## config.mk

```make
export PLATFORM = sky130hd
export DESIGN_NAME = irq_sequencer_flat
export DESIGN_NICKNAME = d
export VERILOG_FILES = /design/src/rtl/irq_pkg.sv /design/src/rtl/irq_sequencer_if.sv /design/src/rtl/irq_priority_arbiter.sv /design/src/rtl/irq_sequencer.sv /design/src/flat_wrapper.sv
export SDC_FILE = /design/constraint.sdc
export NUM_CORES = 1
export LEC_CHECK = 0
export BUFFER_PORTS_ARGS = -buffer_cell sky130_fd_sc_hd__buf_2
export CAP_MARGIN = 30
export CORE_MARGIN = 5
export CORE_UTILIZATION = 45
export DETAILED_ROUTE_END_ITERATION = 8
export GPL_TIMING_DRIVEN = 0
export PLACE_DENSITY = 0.77
export SLEW_MARGIN = 10
export SYNTH_ARGS = -nofsm -noshare
export SYNTH_HDL_FRONTEND = slang
export SYNTH_SLANG_ARGS = --single-unit
```

## constraint.sdc

```tcl
create_clock -name clk -period 5.5 [get_ports clk]
set_input_delay 1.65 -clock clk [delete_from_list [all_inputs] [get_ports clk]]
set_output_delay 1.65 -clock clk [all_outputs]
set_load 0.01 [all_outputs]
```

## src/rtl/irq_pkg.sv

```systemverilog
// Shared types and encodings for the interrupt sequencer.
package irq_pkg;

  typedef enum logic [2:0] {
    IDLE, SKIP, JWAIT, BUBBLE, PART1, PART2, REDIRECT
  } state_t;

  typedef enum logic [1:0] {CLS_NORMAL, CLS_MULTI, CLS_JMP} cls_t;

  localparam logic [15:0] BUBBLE_INSTR = 16'h07F8;
  localparam logic [15:0] INT_PART1    = 16'hF480;
  localparam logic [15:0] INT_PART2    = 16'hF481;
  localparam logic [4:0]  OP_LDM       = 5'b11000;
  localparam logic [4:0]  OP_CALL      = 5'b11010;
  localparam logic [2:0]  FUNC_IMM     = 3'b100;

  // Multi-word instructions must finish before injecting, so they outrank jumps.
  function automatic cls_t classify(logic [4:0] op, logic [2:0] func, logic jmp);
    if (func == FUNC_IMM || op == OP_CALL || op == OP_LDM) return CLS_MULTI;
    else if (jmp)                                          return CLS_JMP;
    else                                                   return CLS_NORMAL;
  endfunction

endpackage

```

## src/rtl/irq_sequencer_if.sv

```systemverilog
// Fetch-side bundle between the pipeline (master) and the sequencer (slave).
interface irq_sequencer_if #(
  parameter int NUM_IRQ = 4,
  parameter int PC_W    = 32,
  parameter int INSTR_W = 16
);
  logic [NUM_IRQ-1:0] irq;
  logic [NUM_IRQ-1:0] irq_mask;
  logic [4:0]         fetch_opcode;
  logic [2:0]         fetch_func;
  logic               is_jmp;
  logic [PC_W-1:0]    next_pc;
  logic               busy;
  logic               inject_valid;
  logic               inject_bubble;
  logic [INSTR_W-1:0] inject_instr;
  logic               save_pc_valid;
  logic [PC_W-1:0]    save_pc;
  logic               redirect_valid;
  logic [PC_W-1:0]    redirect_addr;
  logic [NUM_IRQ-1:0] irq_ack;
  logic [NUM_IRQ-1:0] pending;

  modport master (
    output irq, irq_mask, fetch_opcode, fetch_func, is_jmp, next_pc,
    input  busy, inject_valid, inject_bubble, inject_instr, save_pc_valid,
           save_pc, redirect_valid, redirect_addr, irq_ack, pending
  );

  modport slave (
    input  irq, irq_mask, fetch_opcode, fetch_func, is_jmp, next_pc,
    output busy, inject_valid, inject_bubble, inject_instr, save_pc_valid,
           save_pc, redirect_valid, redirect_addr, irq_ack, pending
  );
endinterface

```

## src/rtl/irq_priority_arbiter.sv

```systemverilog
// Combinational fixed-priority pick: lowest set index wins.
module irq_priority_arbiter #(
  parameter int N     = 4,
  parameter int IDX_W = 2
) (
  input  logic [N-1:0]     i_req,
  output logic             o_found,
  output logic [IDX_W-1:0] o_idx,
  output logic [N-1:0]     o_onehot
);
  always_comb begin
    o_found  = 1'b0;
    o_idx    = '0;
    o_onehot = '0;
    // Scan high to low so the lowest requester is the last writer.
    for (int i = N - 1; i >= 0; i--) begin
      if (i_req[i]) begin
        o_found     = 1'b1;
        o_idx       = IDX_W'(i);
        o_onehot    = '0;
        o_onehot[i] = 1'b1;
      end
    end
  end
endmodule

```

## src/rtl/irq_sequencer.sv

```systemverilog
// Multi-source interrupt sequencer: latches edges, arbitrates, drains fetch,
// injects the interrupt pair and redirects fetch to the IVT slot.
module irq_sequencer
  import irq_pkg::*;
#(
  parameter int          NUM_IRQ  = 4,
  parameter int          PC_W     = 32,
  parameter int          INSTR_W  = 16,
  parameter int unsigned IVT_BASE = 0
) (
  input  logic            clk,
  input  logic            rst,
  irq_sequencer_if.slave  bus
);
  localparam int IRQ_IDX_W = (NUM_IRQ > 1) ? $clog2(NUM_IRQ) : 1;

  state_t                 r_state, w_next;
  logic [NUM_IRQ-1:0]     r_pending, r_irq_prev, r_ack;
  logic [NUM_IRQ-1:0]     w_req, w_cand, w_clear, w_arb_onehot;
  logic [IRQ_IDX_W-1:0]   r_idx, w_arb_idx;
  logic [PC_W-1:0]        r_saved;
  logic                   w_found;
  cls_t                   w_cls;

  assign w_req  = bus.irq & ~r_irq_prev;
  assign w_cand = r_pending & ~bus.irq_mask;
  assign w_cls  = classify(bus.fetch_opcode, bus.fetch_func, bus.is_jmp);
  assign bus.pending = r_pending;

  irq_priority_arbiter #(.N(NUM_IRQ), .IDX_W(IRQ_IDX_W)) u_arb (
    .i_req    (w_cand),
    .o_found  (w_found),
    .o_idx    (w_arb_idx),
    .o_onehot (w_arb_onehot)
  );

  always_ff @(posedge clk) begin
    if (rst) begin
      r_state    <= IDLE;
      r_pending  <= '0;
      r_irq_prev <= '0;
      r_ack      <= '0;
      r_idx      <= '0;
      r_saved    <= '0;
    end else begin
      r_state    <= w_next;
      r_irq_prev <= bus.irq;
      // A fresh edge on the source being acked re-arms it.
      r_pending  <= (r_pending & ~w_clear) | w_req;
      if (r_state == IDLE && w_found) begin
        r_idx   <= w_arb_idx;
        r_ack   <= w_arb_onehot;
        r_saved <= (w_cls == CLS_MULTI) ? bus.next_pc + PC_W'(1) : bus.next_pc;
      end
      if (r_state == JWAIT) r_saved <= bus.next_pc;
    end
  end

  always_comb begin
    w_next             = r_state;
    w_clear            = '0;
    bus.busy           = 1'b0;
    bus.inject_valid   = 1'b0;
    bus.inject_bubble  = 1'b0;
    bus.inject_instr   = '0;
    bus.save_pc_valid  = 1'b0;
    bus.save_pc        = '0;
    bus.redirect_valid = 1'b0;
    bus.redirect_addr  = '0;
    bus.irq_ack        = '0;
    case (r_state)
      IDLE: begin
        if (w_found) begin
          case (w_cls)
            CLS_MULTI: w_next = SKIP;
            CLS_JMP:   w_next = JWAIT;
            default:   w_next = BUBBLE;
          endcase
        end
      end
      SKIP: begin
        bus.busy = 1'b1;
        w_next   = BUBBLE;
      end
      JWAIT: begin
        bus.busy = 1'b1;
        w_next   = PART1;
      end
      BUBBLE: begin
        bus.busy          = 1'b1;
        bus.inject_valid  = 1'b1;
        bus.inject_bubble = 1'b1;
        bus.inject_instr  = INSTR_W'(BUBBLE_INSTR);
        w_next            = PART1;
      end
      PART1: begin
        bus.busy          = 1'b1;
        bus.inject_valid  = 1'b1;
        bus.inject_instr  = INSTR_W'(INT_PART1);
        bus.save_pc_valid = 1'b1;
        bus.save_pc       = r_saved;
        w_next            = PART2;
      end
      PART2: begin
        bus.busy         = 1'b1;
        bus.inject_valid = 1'b1;
        bus.inject_instr = INSTR_W'(INT_PART2);
        w_next           = REDIRECT;
      end
      REDIRECT: begin
        bus.busy           = 1'b1;
        bus.redirect_valid = 1'b1;
        bus.redirect_addr  = PC_W'(IVT_BASE) + PC_W'(r_idx);
        bus.irq_ack        = r_ack;
        w_clear            = r_ack;
        w_next             = IDLE;
      end
      default: w_next = IDLE;
    endcase
  end
endmodule

```

## src/flat_wrapper.sv

```systemverilog
// flat-port wrapper written by rule: the top's interface ports become plain ports
module irq_sequencer_flat import irq_pkg::*;
#(
  parameter int          NUM_IRQ  = 4,
  parameter int          PC_W     = 32,
  parameter int          INSTR_W  = 16,
  parameter int unsigned IVT_BASE = 0
)
  (clk, rst, bus_irq, bus_irq_mask, bus_fetch_opcode, bus_fetch_func, bus_is_jmp, bus_next_pc, bus_busy, bus_inject_valid, bus_inject_bubble, bus_inject_instr, bus_save_pc_valid, bus_save_pc, bus_redirect_valid, bus_redirect_addr, bus_irq_ack, bus_pending);
  irq_sequencer_if #(.NUM_IRQ(NUM_IRQ), .PC_W(PC_W), .INSTR_W(INSTR_W)) bus_i ();
  input  logic clk;
  input  logic rst;
  input wire logic [$bits(bus_i.irq)-1:0] bus_irq;
  input wire logic [$bits(bus_i.irq_mask)-1:0] bus_irq_mask;
  input wire logic [$bits(bus_i.fetch_opcode)-1:0] bus_fetch_opcode;
  input wire logic [$bits(bus_i.fetch_func)-1:0] bus_fetch_func;
  input wire logic [$bits(bus_i.is_jmp)-1:0] bus_is_jmp;
  input wire logic [$bits(bus_i.next_pc)-1:0] bus_next_pc;
  output wire logic [$bits(bus_i.busy)-1:0] bus_busy;
  output wire logic [$bits(bus_i.inject_valid)-1:0] bus_inject_valid;
  output wire logic [$bits(bus_i.inject_bubble)-1:0] bus_inject_bubble;
  output wire logic [$bits(bus_i.inject_instr)-1:0] bus_inject_instr;
  output wire logic [$bits(bus_i.save_pc_valid)-1:0] bus_save_pc_valid;
  output wire logic [$bits(bus_i.save_pc)-1:0] bus_save_pc;
  output wire logic [$bits(bus_i.redirect_valid)-1:0] bus_redirect_valid;
  output wire logic [$bits(bus_i.redirect_addr)-1:0] bus_redirect_addr;
  output wire logic [$bits(bus_i.irq_ack)-1:0] bus_irq_ack;
  output wire logic [$bits(bus_i.pending)-1:0] bus_pending;
  assign bus_i.irq = bus_irq;
  assign bus_i.irq_mask = bus_irq_mask;
  assign bus_i.fetch_opcode = bus_fetch_opcode;
  assign bus_i.fetch_func = bus_fetch_func;
  assign bus_i.is_jmp = bus_is_jmp;
  assign bus_i.next_pc = bus_next_pc;
  assign bus_busy = bus_i.busy;
  assign bus_inject_valid = bus_i.inject_valid;
  assign bus_inject_bubble = bus_i.inject_bubble;
  assign bus_inject_instr = bus_i.inject_instr;
  assign bus_save_pc_valid = bus_i.save_pc_valid;
  assign bus_save_pc = bus_i.save_pc;
  assign bus_redirect_valid = bus_i.redirect_valid;
  assign bus_redirect_addr = bus_i.redirect_addr;
  assign bus_irq_ack = bus_i.irq_ack;
  assign bus_pending = bus_i.pending;
  irq_sequencer #(.NUM_IRQ(NUM_IRQ), .PC_W(PC_W), .INSTR_W(INSTR_W), .IVT_BASE(IVT_BASE)) u_core (.clk(clk), .rst(rst), .bus(bus_i));
endmodule
```

==> flow_summary.ini <==
[status]
status = finished, final reports clean

[drt]
detail_route.iter0.violations = 102
final_antenna_net_count = 0
vias = 3134
drc = 0
wl_per_cell_um = 13.7
routed_wl_um = 8490
viasPerCell = 5.07
drt_pass1_iterations = 4

[logic_synthesis]
synthTopCellsByArea = dfxtp_1 32%, buf_4 10%, and3_1 7.1%
yosysMostFrequentCell = nor2_1
synth_edf_count = 0
ys.flop_type = dfxtp_1
synth_simple_gate_area_share_pct = 30.7
syn_inst = 390
ys_ff_latch = 49
netlist_top_cells_count = 52 x nor2_1, 49 x dfxtp_1, 42 x buf_4, 35 x and3_1, 28 x a211oi_1
synth_top_family_by_area = simple AND/OR/NAND/NOR gates
synth_mux_area_share_pct = 0.322
synthDistinctLibCells = 45
ys_warn_count = 0
synth_largest_area_cell = dfxtp_1
synthArstFlopShare_pct = 0
synth_compound_area_share_pct = 14.5
synth_xor_area_share_pct = 7.62
yosys.area_share.adder_pct = 0.403
synth_area_mm2 = 0.00310
seq_area_frac_synth_pct = 31.6
netlist.area_leader.share_pct = 31.6
avgSynthCellArea_um2 = 7.96

[global_routing]
grt_pass1_wl_um = 13700
antenna_found_initial = 0
grt_overflow = 0
grt_pass1_vias = 2900
grt_use_total_pct = 19.2
grt_max_degree = 16

[power_and_ir_drop]
worst_ir_drop_vdd_mv = 0.129
powerDensity_mw_per_mm2 = 300
p_leak_nw = 1.98

[placed_design]
gp_congestion = 0.924
hpwl_um = 6800
dp.cells = 610
preCtsSetupSlack_ns = 1.88
port-buffer-count = 108

[hold_path]
min_delay_path_depth = 2
hold_class = reg2reg

[finish]
insertedDiodeCount = 0
area_growth_pct = 27.3
fin_cells = 618
nFillCells = 656
drive_above_1_share_pct = 32.3
fin_nets = 589

[worst_setup_path]
required_ns = 3.85
cp_cell_sequence = nand2b_1, inv_1, clkbuf_1, and3_1, buf_2
cp_slowest_cell = clkbuf_1
crit_type = reg2out
max_stage_delay_ns = 0.40
worst-path-buf-inv = 3
cp_top_family = buffers and inverters
cp.arrival_ns = 1.92
worstPathMaxFanout = 10
rr_worst_depth = 6
endpoint_kind = output pin
critical_path_depth = 5
start_kind = register

[sta]
slew_headroom_pct = 53.2
fin_tns_setup_ns = 0
fmaxAchievable_mhz = 280
fin_worst_hold_slack_ns = 0.457
drv_slew = 0
period_needed_ns = 3.57
worst_pin_slew_ns = 0.702
setup_slack_ns = 1.93
period_share_pct = 65.0
setup_violations = 0
hold_viol = 0
rsz0062_at_grt = no
fin_skew_ns = 0.00512

[cts]
cts_hold_buf = 0
clk_latency_ns = 0.30
htreeDepth = 2
cts-root-buf = clkbuf_8
cts_buffers = 5
clockBufferDepth = 2
cts_resized = 0
cts_tree = yes
post_cts_buffers = 0
clk_pin_slew_ns = 0.09
numClockSinks = 49

[die]
die_h_um = 93.1
die_area_mm2 = 0.00866
start_util_pct = 45.9
die_x_um = 93.1
rows = 30
coreArea_mm2 = 0.00676
ios = 144

[flow_run]
maxCapViolCount = 0
-- worst register-to-register path, delay by kind of cell (launching register included) --
family / cells / cell delay, ns
AOI/OAI and AO/OA: 2 / 0.50
buffers and inverters: 1 / 0.32
DFF: 1 / 0.38
and+or+nand+nor: 3 / 0.89
-- layer usage --
layer | wire, um | vias to the layer above | track usage, %
met5 | 0 | - | 0
li1 | - | 1586 | -
met4 | 63 | 0 | 3.17
met1 | 3700 | 1433 | 24.9
met2 | 4100 | 106 | 33.1
met3 | 622 | 9 | 4.26
-- metrics by stage --
stage	utilization, %	power [mW]	cell area (um2)
detailed placement	57.2	0.976	3860
finish	58.5	1.19	3950
global route	58.5	1.27	3950
CTS	58.5	1.19	3950
floorplan	-	0.820	3220
global placement	57.2	0.962	3860
-- flip-flops by register name (all words and copies together) (netlist names) --
name	cells
u_core.r_saved	32
u_core.r_ack	4
u_core.r_state	3
u_core.bus.pending	4
u_core.r_idx	2
u_core.r_irq_prev	4
-- cell usage in the layout (no fill, tap or decap), types with 2 or more instances in the layout --
cell type,instances
a311oi_1,4
xor2_1,4
nor2b_1,15
and3_1,35
clkinvlp_4,2
buf_4,42
a2111oi_0,2
clkbuf_8,5
and4_1,6
nand4_1,5
o211ai_1,2
dfxtp_1,49
a21oi_1,7
buf_2,113
o21ai_0,7
nand2b_1,2
nor3_1,16
a22oi_1,5
nor2_1,52
nand2_1,15
clkbuf_1,17
nand3_1,8
xnor2_1,23
and2_1,4
a211oi_1,28
inv_1,12
or3_1,3
nor4_1,4
conb_1,33
-- layout make-up --
type / instances / area (um2) / share of cell area (%)
Clock buffer: 6 / 72.6 / 1.84
Multi-Input combinational cell: 297 / 1790 / 45.2
Buffer: 64 / 412 / 10.4
Tap cell: 80 / 100 / 2.53
Inverter: 12 / 45.0 / 1.14
Timing Repair Buffer: 108 / 541 / 13.7
Sequential cell: 49 / 981 / 24.8
Clock inverter: 2 / 15.0 / 0.380
-- path summary, 6_finish.rpt --
path / slack, ns / from / end
worst max-delay path: 1.93 / u_core.r_state[1]$_SDFFE_PP0P_ / bus_save_pc[19]
worst min-delay path: 0.46 / u_core.r_idx[0]$_SDFFE_PP0P_ / u_core.r_idx[0]$_SDFFE_PP0P_
worst max register to register: 3.30 / u_core.r_state[1]$_SDFFE_PP0P_ / u_core.r_saved[14]$_SDFFE_PP0P_
worst min register to register: 0.46 / u_core.r_idx[0]$_SDFFE_PP0P_ / u_core.r_idx[0]$_SDFFE_PP0P_
-- power breakdown --
group | total [mW] | internal (mW) | switching, mW | leakage (nW)
registers | 0.494 | 0.445 | 0.0487 | 0.406
clock network | 0.215 | 0.0899 | 0.125 | 0.0374
logic | 0.478 | 0.192 | 0.286 | 1.54
total | 1.19 | 0.727 | 0.460 | 1.98
-- logic make-up (layout without fill, tap and decap cells) --
group,count (synthesis),count (layout)
XOR/XNOR,27,27
other,1,33
AO/OA/AOI/OAI,60,60
buffers and inverters,76,192
flip-flops,49,49
AND/OR/NAND/NOR,175,175
multiplexers,1,1
adder cells (fa/ha/maj),1,1
(Power assumes the default switching activity.)
